### src/rtl/vga_timing_pkg.sv
// Shared widths, default 1280x1024@60 timing set and the 12-bit colour payload
// used by the raster timing generator.
package vga_timing_pkg;

  localparam int unsigned X_W   = 12;
  localparam int unsigned Y_W   = 11;
  localparam int unsigned RGB_W = 12;

  localparam int unsigned H_ACTIVE_DEF = 1280;
  localparam int unsigned H_FP_DEF     = 48;
  localparam int unsigned H_SYNC_DEF   = 112;
  localparam int unsigned H_BP_DEF     = 248;
  localparam int unsigned V_ACTIVE_DEF = 1024;
  localparam int unsigned V_FP_DEF     = 1;
  localparam int unsigned V_SYNC_DEF   = 3;
  localparam int unsigned V_BP_DEF     = 38;

  typedef struct packed {
    logic [3:0] r;
    logic [3:0] g;
    logic [3:0] b;
  } rgb12_t;

endpackage

### src/rtl/vga_timing_if.sv
// Raster bus: pixel coordinates out to the map stage, map colour back, VGA pins out.
interface vga_timing_if;
  import vga_timing_pkg::*;

  logic [X_W-1:0] x;
  logic [Y_W-1:0] y;
  logic           active;
  logic           frame_start;
  rgb12_t         map_rgb;
  logic [3:0]     vga_r;
  logic [3:0]     vga_g;
  logic [3:0]     vga_b;
  logic           vga_hs;
  logic           vga_vs;
  logic           vga_blank_n;

  modport master (
    output x, y, active, frame_start,
    output vga_r, vga_g, vga_b, vga_hs, vga_vs, vga_blank_n,
    input  map_rgb
  );

  modport slave (
    input  x, y, active, frame_start,
    input  vga_r, vga_g, vga_b, vga_hs, vga_vs, vga_blank_n,
    output map_rgb
  );

endinterface

### src/rtl/sync_delay.sv
// Clock-enabled shift register with async clear; DEPTH=0 degenerates to a wire.
module sync_delay #(
  parameter int unsigned WIDTH = 1,
  parameter int unsigned DEPTH = 1
) (
  input  logic             clock,
  input  logic             resetn,
  input  logic             en,
  input  logic [WIDTH-1:0] d,
  output logic [WIDTH-1:0] q
);

  if (DEPTH == 0) begin : g_pass
    assign q = d;
  end else begin : g_sr
    logic [WIDTH-1:0] sr [DEPTH];

    always_ff @(posedge clock or negedge resetn) begin
      if (!resetn) begin
        for (int i = 0; i < int'(DEPTH); i++) sr[i] <= '0;
      end else if (en) begin
        sr[0] <= d;
        for (int i = 1; i < int'(DEPTH); i++) sr[i] <= sr[i-1];
      end
    end

    assign q = sr[DEPTH-1];
  end

endmodule

### src/rtl/vga_timing.sv
// Raster counters, sync decode and output aligner around a registered map lookup;
// syncs and blank are delayed to land with the map colour on the VGA pins.
module vga_timing
  import vga_timing_pkg::*;
#(
  parameter int unsigned H_ACTIVE    = H_ACTIVE_DEF,
  parameter int unsigned H_FP        = H_FP_DEF,
  parameter int unsigned H_SYNC      = H_SYNC_DEF,
  parameter int unsigned H_BP        = H_BP_DEF,
  parameter int unsigned V_ACTIVE    = V_ACTIVE_DEF,
  parameter int unsigned V_FP        = V_FP_DEF,
  parameter int unsigned V_SYNC      = V_SYNC_DEF,
  parameter int unsigned V_BP        = V_BP_DEF,
  parameter bit          SYNC_POS    = 1'b1,
  parameter int unsigned MAP_LATENCY = 1
) (
  input  logic         clock,
  input  logic         resetn,
  input  logic         pix_en,
  vga_timing_if.master vif
);

  localparam int unsigned H_TOTAL   = H_ACTIVE + H_FP + H_SYNC + H_BP;
  localparam int unsigned V_TOTAL   = V_ACTIVE + V_FP + V_SYNC + V_BP;
  localparam int unsigned HS_START  = H_ACTIVE + H_FP;
  localparam int unsigned HS_END    = HS_START + H_SYNC;
  localparam int unsigned VS_START  = V_ACTIVE + V_FP;
  localparam int unsigned VS_END    = VS_START + V_SYNC;

  if (H_TOTAL > 4096 || V_TOTAL > 2048) begin : g_size_err
    $error("vga_timing: H_TOTAL/V_TOTAL exceed counter width");
  end
  if (H_FP < 1 || H_SYNC < 1 || H_BP < 1 || V_FP < 1 || V_SYNC < 1 || V_BP < 1) begin : g_porch_err
    $error("vga_timing: porch and sync widths must be at least 1");
  end

  logic [X_W-1:0] h;
  logic [Y_W-1:0] v;
  logic           h_last;
  logic           v_last;
  logic           hs_raw;
  logic           vs_raw;
  logic           act_raw;
  logic           hs_d;
  logic           vs_d;
  logic           act_d;
  rgb12_t         rgb_q;
  logic           blank_n_q;
  logic           hs_q;
  logic           vs_q;

  assign h_last = (h == X_W'(H_TOTAL - 1));
  assign v_last = (v == Y_W'(V_TOTAL - 1));

  // Pixel/line counters; v steps only on h wrap.
  always_ff @(posedge clock or negedge resetn) begin
    if (!resetn) begin
      h <= '0;
      v <= '0;
    end else if (pix_en) begin
      if (h_last) begin
        h <= '0;
        v <= v_last ? '0 : v + Y_W'(1);
      end else begin
        h <= h + X_W'(1);
      end
    end
  end

  assign hs_raw  = (h >= X_W'(HS_START)) && (h < X_W'(HS_END));
  assign vs_raw  = (v >= Y_W'(VS_START)) && (v < Y_W'(VS_END));
  assign act_raw = (h < X_W'(H_ACTIVE)) && (v < Y_W'(V_ACTIVE));

  // Match the map read latency so syncs/blank line up with map_rgb.
  sync_delay #(
    .WIDTH (3),
    .DEPTH (MAP_LATENCY)
  ) u_sync_delay (
    .clock  (clock),
    .resetn (resetn),
    .en     (pix_en),
    .d      ({hs_raw, vs_raw, act_raw}),
    .q      ({hs_d, vs_d, act_d})
  );

  always_ff @(posedge clock or negedge resetn) begin
    if (!resetn) begin
      rgb_q     <= '0;
      blank_n_q <= 1'b0;
      hs_q      <= ~SYNC_POS;
      vs_q      <= ~SYNC_POS;
    end else if (pix_en) begin
      rgb_q     <= act_d ? vif.map_rgb : '0;
      blank_n_q <= act_d;
      hs_q      <= hs_d ~^ SYNC_POS;
      vs_q      <= vs_d ~^ SYNC_POS;
    end
  end

  assign vif.x           = h;
  assign vif.y           = v;
  assign vif.active      = act_raw;
  assign vif.frame_start = (h == '0) && (v == '0);
  assign vif.vga_r       = rgb_q.r;
  assign vif.vga_g       = rgb_q.g;
  assign vif.vga_b       = rgb_q.b;
  assign vif.vga_hs      = hs_q;
  assign vif.vga_vs      = vs_q;
  assign vif.vga_blank_n = blank_n_q;

endmodule

### src/flat_wrapper.sv
// flat-port wrapper written by rule: the top's interface ports become plain ports
module vga_timing_flat import vga_timing_pkg::*;
#(
  parameter int unsigned H_ACTIVE    = H_ACTIVE_DEF,
  parameter int unsigned H_FP        = H_FP_DEF,
  parameter int unsigned H_SYNC      = H_SYNC_DEF,
  parameter int unsigned H_BP        = H_BP_DEF,
  parameter int unsigned V_ACTIVE    = V_ACTIVE_DEF,
  parameter int unsigned V_FP        = V_FP_DEF,
  parameter int unsigned V_SYNC      = V_SYNC_DEF,
  parameter int unsigned V_BP        = V_BP_DEF,
  parameter bit          SYNC_POS    = 1'b1,
  parameter int unsigned MAP_LATENCY = 1
)
  (clock, resetn, pix_en, vif_x, vif_y, vif_active, vif_frame_start, vif_vga_r, vif_vga_g, vif_vga_b, vif_vga_hs, vif_vga_vs, vif_vga_blank_n, vif_map_rgb);
  vga_timing_if vif_i ();
  input  logic clock;
  input  logic resetn;
  input  logic pix_en;
  output wire logic [$bits(vif_i.x)-1:0] vif_x;
  output wire logic [$bits(vif_i.y)-1:0] vif_y;
  output wire logic [$bits(vif_i.active)-1:0] vif_active;
  output wire logic [$bits(vif_i.frame_start)-1:0] vif_frame_start;
  output wire logic [$bits(vif_i.vga_r)-1:0] vif_vga_r;
  output wire logic [$bits(vif_i.vga_g)-1:0] vif_vga_g;
  output wire logic [$bits(vif_i.vga_b)-1:0] vif_vga_b;
  output wire logic [$bits(vif_i.vga_hs)-1:0] vif_vga_hs;
  output wire logic [$bits(vif_i.vga_vs)-1:0] vif_vga_vs;
  output wire logic [$bits(vif_i.vga_blank_n)-1:0] vif_vga_blank_n;
  input wire logic [$bits(vif_i.map_rgb)-1:0] vif_map_rgb;
  assign vif_x = vif_i.x;
  assign vif_y = vif_i.y;
  assign vif_active = vif_i.active;
  assign vif_frame_start = vif_i.frame_start;
  assign vif_vga_r = vif_i.vga_r;
  assign vif_vga_g = vif_i.vga_g;
  assign vif_vga_b = vif_i.vga_b;
  assign vif_vga_hs = vif_i.vga_hs;
  assign vif_vga_vs = vif_i.vga_vs;
  assign vif_vga_blank_n = vif_i.vga_blank_n;
  assign vif_i.map_rgb = vif_map_rgb;
  vga_timing #(.H_ACTIVE(H_ACTIVE), .H_FP(H_FP), .H_SYNC(H_SYNC), .H_BP(H_BP), .V_ACTIVE(V_ACTIVE), .V_FP(V_FP), .V_SYNC(V_SYNC), .V_BP(V_BP), .SYNC_POS(SYNC_POS), .MAP_LATENCY(MAP_LATENCY)) u_core (.clock(clock), .resetn(resetn), .pix_en(pix_en), .vif(vif_i));
endmodule
### config.mk
export PLATFORM = sky130hd
export DESIGN_NAME = vga_timing_flat
export DESIGN_NICKNAME = d
export VERILOG_FILES = /design/src/rtl/vga_timing_pkg.sv /design/src/rtl/vga_timing_if.sv /design/src/rtl/sync_delay.sv /design/src/rtl/vga_timing.sv /design/src/flat_wrapper.sv
export SDC_FILE = /design/constraint.sdc
export NUM_CORES = 1
export LEC_CHECK = 0
export ABC_AREA = 0
export CAP_MARGIN = 40
export CORE_MARGIN = 1
export CORE_UTILIZATION = 52
export CTS_CLUSTER_SIZE = 25
export DETAILED_ROUTE_END_ITERATION = 6
export PLACE_DENSITY = 0.89
export SYNTH_ARGS = -nofsm -noshare
export SYNTH_HDL_FRONTEND = slang
export SYNTH_SLANG_ARGS = --single-unit
### constraint.sdc
create_clock -name clock -period 5.6 [get_ports clock]
set_input_delay 0.84 -clock clock [delete_from_list [all_inputs] [get_ports clock]]
set_output_delay 0.84 -clock clock [all_outputs]
set_load 0.05 [all_outputs]
==> results.py <==
metrics = {
    "die": {
        "initial_core_util": 0.557,
        "design.die.area_um2": 4270,
        "row_count": 22,
        "fp.dieH_um": 65.3,
        "fp.coreArea_um2": 3740,
        "die_w_um": 65.3,
        "pin_count": 55,
    },
    "cts": {
        "cts_buffers": 5,
        "cts.sinks": 41,
        "cts_resized": 0,
        "cts_root_buffer": "clkbuf_8",
        "postCtsHoldBufs": 0,
        "clk_pin_slew_ns": 0.08,
        "clockBufferDepth": 2,
        "htree_levels": 2,
        "clock_latency_ns": 0.30,
        "cts_tree": "yes",
        "postCtsSetupBuffers": 0,
    },
    "grt": {
        "grt_remaining_overflow": 0,
        "grt_max_degree": 41,
        "first_global_vias": 1711,
        "grt_pass1_wl_mm": 7.87,
        "grt_usage": 0.247,
        "antenna_found_initial": 0,
    },
    "timing": {
        "min_period_ns": 3.43,
        "slew_violations": 0,
        "rsz0062_at_grt": "no",
        "slew_headroom": 0.599,
        "hold_viol": 0,
        "worst-slew-pin-transition_ns": 0.597,
        "fin_crit_sh": 0.613,
        "timing.hold.ws_ns": 0.463,
        "setup_violations": 0,
        "fmax_mhz": 291,
        "setup_ws_ns": 2.17,
        "fin_skew_ns": 0.0102,
        "tns_ns": 0,
    },
    "synth": {
        "synth.net_count": 236,
        "ys_seq_area_frac": 0.492,
        "synth-edff-count": 0,
        "syn_area_um2": 2090,
        "synth_warnings": 0,
        "synthFlopType": "dfrtp_1",
        "synth_area_per_cell_um2": 9.66,
        "synthArstFlopShare": 1.00,
        "yosys.cell_types.count": 44,
        "ys_ff_latch": 41,
        "synth_cells": 216,
    },
    "routing": {
        "ant_nets": 0,
        "first_pass_iters": 4,
        "vias": 1786,
        "wl_per_cell_um": 15.0,
        "avgViaCountPerCell": 5.62,
        "drt_wl_total_mm": 4.77,
        "drc_errors": 0,
        "drtIter0Drc": 89,
    },
    "layout": {
        "area_growth_pct": 31.6,
        "layout.nets": 289,
        "final_cell_count_no_fill": 318,
        "layout-drive-gt1-share": 0.0852,
        "diodes": 0,
    },
    "placement": {
        "gp_congestion": 0.857,
        "dp.cells": 310,
        "portBuffers": 54,
        "place_hpwl_mm": 3.34,
        "preCtsSetupSlack_ns": 2.53,
    },
    "worst_setup_path": {
        "end_kind": "output pin",
        "worstSetupStartpointType": "flip-flop",
        "r2r_cells": 4,
        "reg2reg_slack_ns": 3.53,
        "r2r_start": "u_core.vif.y[2]",
        "rr_endpoint": "u_core.vif.y[9]",
        "path_max_fanout": 9,
        "arrival_ns": 2.59,
        "path_class": "flip-flop to output pin",
        "startpoint": "u_core.vif.y[0]",
        "worstPathRequired_ns": 4.76,
    },
    "worst_hold_path": {
        "hp-class": "input pin to async pin",
    },
    "power_and_ir_drop": {
        "power_density_nw_per_um2": 253,
        "vdd_ir_drop_max_uv": 211,
        "power_leakage_nw": 1.16,
    },
    "status": {
        "status": "finished, final reports clean",
    },
    "flow_run": {
        "max_cap_viol_count": 0,
    },
}
kinds of logic after synthesis:
group,Yosys count,share of synthesized area
AO/OA/AOI/OAI,36,0.0948
multiplexers,7,0.0360
buffers and inverters,33,0.0672
flip-flops,41,0.492
adder cells (fa/ha/maj),5,0.0300
AND/OR/NAND/NOR,84,0.238
XOR/XNOR,10,0.0420
worst max-delay path: stages (launching register included):
cell	delay [ns]
dfrtp_1	0.48
inv_1	0.10
ha_1	0.15
nor4b_1	0.24
nand4_1	0.15
nor4b_1	0.30
clkdlybuf4s50_1	0.87
registers in the layout (all words and copies together) (netlist names), 3 cells and up:
signal                 count
u_core.u_sync_delay.q      3
u_core.vif.vga_b           4
u_core.vif.vga_g           4
u_core.vif.vga_r           4
u_core.vif.x              12
u_core.vif.y              11
per-stage QoR:
stage | utilization | power [W] | cell area [um2]
after global routing | 0.733 | 0.000725 | 2750
after CTS | 0.733 | 0.000700 | 2750
after global placement | 0.703 | 0.000504 | 2630
after detailed placement | 0.710 | 0.000509 | 2660
after floorplan | - | 0.000448 | 2090
final | 0.733 | 0.000694 | 2750
per-layer routing:
metal,wire length [um],track usage,vias up,share of wire
met2,2120,0.375,82,0.44
met3,440,0.0764,8,0.092
li1,-,-,863,-
met4,93,0.125,0,0.019
met1,2120,0.316,833,0.44
met5,0,0,-,0
placed cells by master, fill, tap and decap left out, types with 2 or more instances in the layout:
master and count:
nor2_1 5, nor4_1 3, clkbuf_8 5, a21oi_1 6, and4_1 3, o21ai_0 17, xor2_1 7, clkdlybuf4s50_1 53
dfrtp_1 41, nand3_1 23, nor4b_1 3, ha_1 5, and3_1 5, buf_4 2, nand2b_1 2, nand3b_1 3
o22ai_1 2, xnor2_1 3, nand2_1 14, clkinv_2 2, o21ai_1 5, mux2i_1 3, inv_1 22, nand4_1 5
mux2_2 4, nor3_1 5
worst max-delay path by stage:
stage                                 end  slack, ns  cells past startpoint
after global routing      vif_frame_start       1.95                      6
after floorplan           vif_frame_start       1.92                      5
after detailed placement  vif_frame_start       2.53                      6
after global placement    vif_frame_start       2.52                      6
after CTS                 vif_frame_start       2.16                      6
final                     vif_frame_start       2.17                      6
final cells by class:
cell class / instances / area [um2]
Timing Repair Buffer: 57 / 571
Fill cell: 291 / 998
Clock buffer: 5 / 68.8
Clock inverter: 3 / 17.5
Tap cell: 48 / 60.1
Inverter: 22 / 82.6
Multi-Input combinational cell: 142 / 920
Sequential cell: 41 / 1030
report_power, final:
| group | total, W | switching [W] | leakage, nW | internal (W) |
|---|---|---|---|---|
| Combinational | 0.000161 | 0.0000993 | 0.576 | 0.0000616 |
| Sequential | 0.000343 | 0.0000308 | 0.538 | 0.000312 |
| Clock | 0.000191 | 0.000105 | 0.0439 | 0.0000860 |
synth_stat cells, drive strengths merged (2+ instances only):
cell / number / share of area
a21oi: 6 / 0.014
and3: 5 / 0.015
and4: 3 / 0.013
buf: 3 / 0.013
clkbuf: 8 / 0.014
dfrtp: 41 / 0.49
ha: 5 / 0.030
inv: 22 / 0.040
mux2: 4 / 0.022
mux2i: 3 / 0.014
nand2: 14 / 0.025
nand2b: 2 / 0.0060
nand3: 23 / 0.055
nand3b: 3 / 0.011
nand4: 5 / 0.015
nor2: 6 / 0.012
nor3: 6 / 0.017
nor4: 4 / 0.015
nor4b: 3 / 0.013
o21ai: 22 / 0.053
o22ai: 2 / 0.0060
or3: 2 / 0.0084
or4: 2 / 0.0090
xnor2: 3 / 0.013
xor2: 7 / 0.029
(Power assumes the default switching activity.)
